$ cat config.mk
export PLATFORM = sky130hd
export DESIGN_NAME = uart_irq_ctrl
export DESIGN_NICKNAME = d
export VERILOG_FILES = /design/src/rtl/uart_irq_ctrl.sv
export SDC_FILE = /design/constraint.sdc
export NUM_CORES = 1
export LEC_CHECK = 0
export ABC_AREA = 1
export CORE_AREA = 2 2 39 41
export CTS_BUF_LIST = sky130_fd_sc_hd__clkbuf_8
export CTS_CLUSTER_DIAMETER = 120
export DETAILED_ROUTE_END_ITERATION = 6
export DIE_AREA = 0 0 41 43
export GPL_ROUTABILITY_DRIVEN = 0
export PLACE_DENSITY = 0.81
export SLEW_MARGIN = 20
export SYNTH_ARGS = -nofsm -noshare
export SYNTH_HDL_FRONTEND = slang
export SYNTH_SLANG_ARGS = --single-unit
$ cat constraint.sdc
create_clock -name clk -period 2.52 [get_ports clk]
set_input_delay 0.378 -clock clk [delete_from_list [all_inputs] [get_ports clk]]
set_output_delay 0.378 -clock clk [all_outputs]
set_load 0.03 [all_outputs]
$ cat src/rtl/uart_irq_ctrl.sv
// 16550-style interrupt controller: pending latches, priority resolution, registered IIR/IRQ.
// Define UART_IRQ_TIMEOUT_EN to include the RX character-timeout counter.
module uart_irq_ctrl (
    input  logic       clk,
    input  logic       rst,
    input  logic [3:0] ier_i,
    input  logic       fifo_en_i,
    input  logic [1:0] rx_trig_i,
    input  logic [1:0] wls_i,
    input  logic [4:0] rx_count_i,
    input  logic       rx_push_i,
    input  logic       rx_pop_i,
    input  logic       baud_pulse_i,
    input  logic       rx_err_i,
    input  logic       lsr_rd_i,
    input  logic       tx_empty_i,
    input  logic       thr_wr_i,
    input  logic       iir_rd_i,
    input  logic       msr_delta_i,
    input  logic       msr_rd_i,
    output logic       irq_o,
    output logic [3:0] iir_o,
    output logic       timeout_o
);

    typedef enum logic [3:0] {
        IIR_MODEM = 4'b0000,
        IIR_NONE  = 4'b0001,
        IIR_THRE  = 4'b0010,
        IIR_RDA   = 4'b0100,
        IIR_RLS   = 4'b0110,
        IIR_TO    = 4'b1100
    } iir_code_t;

    logic       rls_p, thre_p, msr_p, to_p;
    logic       tx_empty_q, etbei_q;
    logic [4:0] trig_lvl;
    logic       rda, thre_set, thre_clr;
    iir_code_t  iir_nxt;

    always_comb begin
        trig_lvl = 5'd1;
        case (rx_trig_i)
            2'b00: trig_lvl = 5'd1;
            2'b01: trig_lvl = 5'd4;
            2'b10: trig_lvl = 5'd8;
            2'b11: trig_lvl = 5'd14;
            default: trig_lvl = 5'd1;
        endcase
    end

    assign rda = fifo_en_i ? (rx_count_i >= trig_lvl) : (rx_count_i != '0);

    // THRE rises on TX going empty, or on ETBEI being enabled while already empty
    assign thre_set = tx_empty_i & (~tx_empty_q | (ier_i[1] & ~etbei_q));
    assign thre_clr = thr_wr_i | (iir_rd_i & (iir_o == IIR_THRE));

`ifdef UART_IRQ_TIMEOUT_EN
    logic [9:0] to_cnt, to_cnt_nxt, to_limit;
    logic       cnt_clr, to_clr;

    always_comb begin
        case (wls_i)
            2'b00:   to_limit = 10'd448;
            2'b01:   to_limit = 10'd512;
            2'b10:   to_limit = 10'd576;
            default: to_limit = 10'd640;
        endcase
        to_clr  = rx_push_i | rx_pop_i | (rx_count_i == '0);
        cnt_clr = to_clr | ~fifo_en_i;
        to_cnt_nxt = to_cnt;
        if (cnt_clr)
            to_cnt_nxt = '0;
        else if (baud_pulse_i && (to_cnt < to_limit))
            to_cnt_nxt = to_cnt + 10'd1;
    end

    always_ff @(posedge clk or posedge rst) begin
        if (rst) begin
            to_cnt <= '0;
            to_p   <= 1'b0;
        end else begin
            to_cnt <= to_cnt_nxt;
            if (!cnt_clr && (to_cnt_nxt >= to_limit))
                to_p <= 1'b1;
            else if (to_clr)
                to_p <= 1'b0;
        end
    end
`else
    logic unused_to;
    assign unused_to = ^{baud_pulse_i, rx_push_i, rx_pop_i, wls_i};
    assign to_p      = 1'b0;
`endif

    assign timeout_o = to_p;

    always_comb begin
        iir_nxt = IIR_NONE;
        if (ier_i[2] & rls_p)
            iir_nxt = IIR_RLS;
        else if (ier_i[0] & rda)
            iir_nxt = IIR_RDA;
        else if (ier_i[0] & to_p)
            iir_nxt = IIR_TO;
        else if (ier_i[1] & thre_p)
            iir_nxt = IIR_THRE;
        else if (ier_i[3] & msr_p)
            iir_nxt = IIR_MODEM;
    end

    always_ff @(posedge clk or posedge rst) begin
        if (rst) begin
            rls_p      <= 1'b0;
            thre_p     <= 1'b0;
            msr_p      <= 1'b0;
            tx_empty_q <= 1'b1;
            etbei_q    <= 1'b0;
            iir_o      <= IIR_NONE;
            irq_o      <= 1'b0;
        end else begin
            rls_p      <= rx_err_i | (rls_p & ~lsr_rd_i);
            msr_p      <= msr_delta_i | (msr_p & ~msr_rd_i);
            thre_p     <= thre_set | (thre_p & ~thre_clr);
            tx_empty_q <= tx_empty_i;
            etbei_q    <= ier_i[1];
            iir_o      <= iir_nxt;
            irq_o      <= ~iir_nxt[0];
        end
    end

endmodule

### Word-level counts from Yosys, hierarchy flattened

Index checks and enable logic that the tools add are counted.

* flip-flop bits (word level): 10
* output and inout bits: 6
* logic and storage cells: 41
* input bits: 26

* reduce and logical (&&, ||, !) cells: 2
* bitwise gates (word level): 21
* multiplexer cells: 6
* eq/ne operators: 4
* order comparisons: 1

Operator list (count)
* 5-bit one-hot mux with 4 select lines: 1
* 1-bit AND: 10
* 3-bit two-way mux: 2
* 1-bit NOT: 6
* 5-bit >= comparator: 1
* 1-bit bitwise OR: 5
* 5-bit nonzero test: 1
* 2-bit == test (second input constant): 2
* 4-bit by 2-bit == test with 1-bit output (second input constant): 1
* 2-bit by 1-bit == test with 1-bit output (second input constant): 1
* 2-bit zero test: 1
* 1-bit two-way mux: 2
* 2-bit two-way mux: 1

### Logic depth before layout (Yosys ltp)

* depth after elaboration: 8
* gate-level depth with buffers: 9
* gate-level depth less buffers: 9

### Worst setup path after synthesis

Ideal clock, no wire load.

* path type: input -> register
* start: input rx_trig_i[1]
* end: register iir_o[1]
* data arrival time: 1084 ps
* buffers on the path: 0
* path slack: 1317 ps
* data required time: 2401 ps
* cell stages on the path: 9
* setup time: 119 ps
* cell sequence: inv_1 ha_1 inv_1 nor2_1 nand3_1 nand3_1 nand2_2 nand2_1 nand2_1

* longest elaborated chain between the ends: 7
* elaborated cells between the ends (all ways): 10
* those cells by class: 1 x order compare; 3 x eq/ne; 4 x mux; 1 x bitwise; 1 x reduce/logical

RTL lines
* start, declared: line 8 `input logic [1:0] rx_trig_i,`
* 2-bit == test (tied with other cells): line 43 `case (rx_trig_i)`
* 5-bit one-hot mux with 4 select lines (*): line 43
* 5-bit >= comparator (*): line 52 `assign rda = fifo_en_i ? (rx_count_i >= trig_lvl) : (rx_count_i != '0);`
* 1-bit two-way mux (*): line 52
* 1-bit AND (*): line 102 `else if (ier_i[0] & rda)`
* 3-bit two-way mux (*): line 102
* 3-bit two-way mux (*): line 100 `if (ier_i[2] & rls_p)`
* via iir_nxt[1]: line 39 `iir_code_t iir_nxt;`
* end signal, assigned: line 127 `iir_o <= iir_nxt;`
* end, declared: line 22 `output logic [3:0] iir_o,`

The timed path passes the listed nets; every way through them passes the cells marked *. The select of a mux whose other input is x is not followed.

### Final worst setup path

* start: register iir_o[0]
* end: output iir_o[0]

No word-level cell between the ends.

==> impl_metrics.py <==
metrics = {
    "cts": {
        "root_buffer": "clkbuf_8",
        "clock_path_buffers": 2,
        "cts_buffers": 3,
        "cts_resized": 0,
        "clkLatencyLatePin_ps": 230,
        "htreeDepth": 1,
        "cts_tree": "done",
        "cts.sink_count": 9,
        "cts_setup_buffers": 0,
        "hold_buffers": 0,
        "clkTransAtPathRegs_ps": 40,
    },
    "final_layout": {
        "areaGrowthSynthToFinish_pct": 57.46,
        "fin_util": 0.5823,
        "final_net_count": 121,
        "num_antenna_cells": 0,
        "finalNonFillerCells": 106,
        "final_layout_size_suffix_gt1_frac": 0.1000,
    },
    "detailed_routing": {
        "wire_per_inst_um": 8.491,
        "dr.first_iter.drc_count": 4,
        "vias": 463,
        "drc_errors": 0,
        "ant_nets": 0,
        "dr.pass1.iters": 2,
        "via_per_inst": 4.368,
        "routed_wl_um": 900,
    },
    "floorplanning": {
        "num_rows": 14,
        "fp.dieW_um": 41,
        "coreArea_sq_um": 1384,
        "die_h_um": 43,
        "pin_count": 32,
        "start_util": 0.3698,
        "die-area_sq_um": 1763,
    },
    "setup_path": {
        "critPathCaptureType": "output pin",
        "worstPathRequired_ps": 2140,
        "crit_chain": "clkdlybuf4s50_1",
        "crit_arrival_ps": 1420,
        "crit_slowest_cell": "clkdlybuf4s50_1",
        "critical_path.max_stage_delay_ps": 670,
        "worstSetupPathType": "flop to output pin",
        "critPathMaxFanout": 2,
        "crit_family": "buffers and inverters",
        "crit_buf_inv": 1,
        "worstSetupStartpointType": "flop",
    },
    "timing": {
        "setup_ws_ps": 725.0,
        "hold_viol": 0,
        "final-max-slew-violation-count": 0,
        "clock_skew_ps": 0.6690,
        "fin_crit_sh": 0.7123,
        "finalSetupTns_ps": 0,
        "setup_viol": 0,
        "rsz0062_at_grt": "false",
        "period_minus_slack_ps": 1795,
        "max_freq_mhz": 557.1,
    },
    "synthesis": {
        "synth.cell_area_sq_um": 511.7,
        "synth-warning-count": 0,
        "synthTopCellsByArea": "dfrtp_1 (34%), dfstp_2 (10%), inv_1 (10%), nand2_1 (10%), ha_1 (9.8%)",
        "synth_cell_types": 17,
        "yosys-mux-area-fraction": 0,
        "synth_top_family_by_area": "simple AND/OR/NAND/NOR gates",
        "yosys.area_share.simple": 0.2518,
        "syn_area_per_cell_sq_um": 8.123,
        "synth_xor_area_frac": 0,
        "synth-seq-cells": 9,
        "synth_fa_ha_area_frac": 0.09780,
        "synth_top_area_frac": 0.3423,
        "ys_seq_area_frac": 0.4450,
        "synth-compound-area-share": 0.06601,
        "synth_top_area_cell": "dfrtp_1",
        "netlist_instances": 63,
    },
    "placement": {
        "preCtsSetupSlack_ps": 714.5,
        "post-place-cells": 102,
        "port_buffers": 24,
    },
    "hold_path": {
        "hold_class": "input pin to asynchronous set/reset pin",
    },
    "global_route": {
        "grt_max_degree": 10,
        "grt_usage": 0.1204,
        "antenna_found_initial": 0,
        "overflow": 0,
        "grt_pass1_vias": 418,
        "grt_pass1_wl_um": 1414,
    },
    "power": {
        "finalPower_mw": 0.4196,
        "power_density_nw_per_um2": 520.8,
        "leakagePower_nw": 0.4146,
        "max-vdd-ir-drop_v": 0.0001886,
    },
    "run_status": {
        "outcome": "finished clean",
    },
    "job": {
        "maxCapViolCount": 0,
    },
}
-- cell usage after synthesis (all sizes together) --
| cell type | number |
|---|---|
| a21boi | 1 |
| a31oi | 1 |
| buf | 2 |
| conb | 1 |
| dfrtp | 7 |
| dfstp | 2 |
| ha | 4 |
| inv | 14 |
| nand2 | 16 |
| nand3 | 3 |
| nand3b | 1 |
| nor2 | 7 |
| nor3b | 1 |
| o21ai | 1 |
| o21bai | 2 |
-- path summary, 6_finish.rpt --
path | slack, ps | cells past startpoint | from | end
setup / recovery | 720 | 1 | iir_o[0] | iir_o[0]
hold / removal | 400 | 2 | rst | thre_p
setup reg to reg | 1590 | 4 | iir_o[0] | thre_p
max in group asynchronous | 1830 | 2 | rst | tx_empty_q
hold reg to reg | 510 | 2 | msr_p | msr_p
min in group clk | 510 | 2 | msr_p | msr_p
-- registers in the layout, summed over array words and instances, names as in the netlist --
| register | count |
|---|---|
| msr_p | 1 |
| rls_p | 1 |
| etbei_q | 1 |
| irq_o | 1 |
| thre_p | 1 |
| iir_o | 3 |
| tx_empty_q | 1 |
-- cell usage in the layout, fill, tap and decap left out --
cell type        count
nand2_1             14
nand3b_1             1
dfrtp_1              7
a31oi_1              1
clkdlybuf4s50_1     24
nor2_2               1
nand2_2              2
o21ai_0              1
ha_1                 4
conb_1               2
a21boi_0             1
clkbuf_8             3
dfstp_2              2
nor2_1               6
nor3b_2              1
inv_1               15
nand3_1              3
o21bai_1             2
-- area by class of cell --
type                       count  area (sq um)
multi-input combinational     39         220.2
clock buffer                   3         41.29
fill                         128         578.1
clock inverter                 1         3.754
tap                           16         20.02
timing repair buffer          24         240.2
inverter                      14         52.55
sequential                     9         227.7
-- where the power goes --
| part | switching [mW] | leakage, nW | internal (mW) |
|---|---|---|---|
| Combinational | 0.0466 | 0.289 | 0.0522 |
| Sequential | 0.00455 | 0.0990 | 0.158 |
| Clock | 0.0526 | 0.0269 | 0.106 |
-- stage by stage --
step           area, sq um  hold WS (ps)
2_1_floorplan        515.5         204.5
3_3_place_gp         760.7         480.2
3_5_place_dp         760.7         506.9
4_1_cts              805.8         412.3
5_1_grt              805.8         443.2
6_report             805.8         402.0
-- kinds of logic (layout without fill, tap and decap cells) --
kind of cell,Yosys count,in the layout
fa+ha+maj,4,4
simple gates,28,28
buf+inv,16,42
compound gates,5,5
other cells,1,2
flops,9,9
-- layer usage --
layer  GRT usage  up-vias  routed length (um)
li1            -      239                   -
met1      0.1089      196                 345
met2      0.2000       23                 447
met3     0.03665        5                  74
met4      0.1000        0                  32
met5           0        -                   0
No activity file was read; power rests on OpenSTA's default activity.
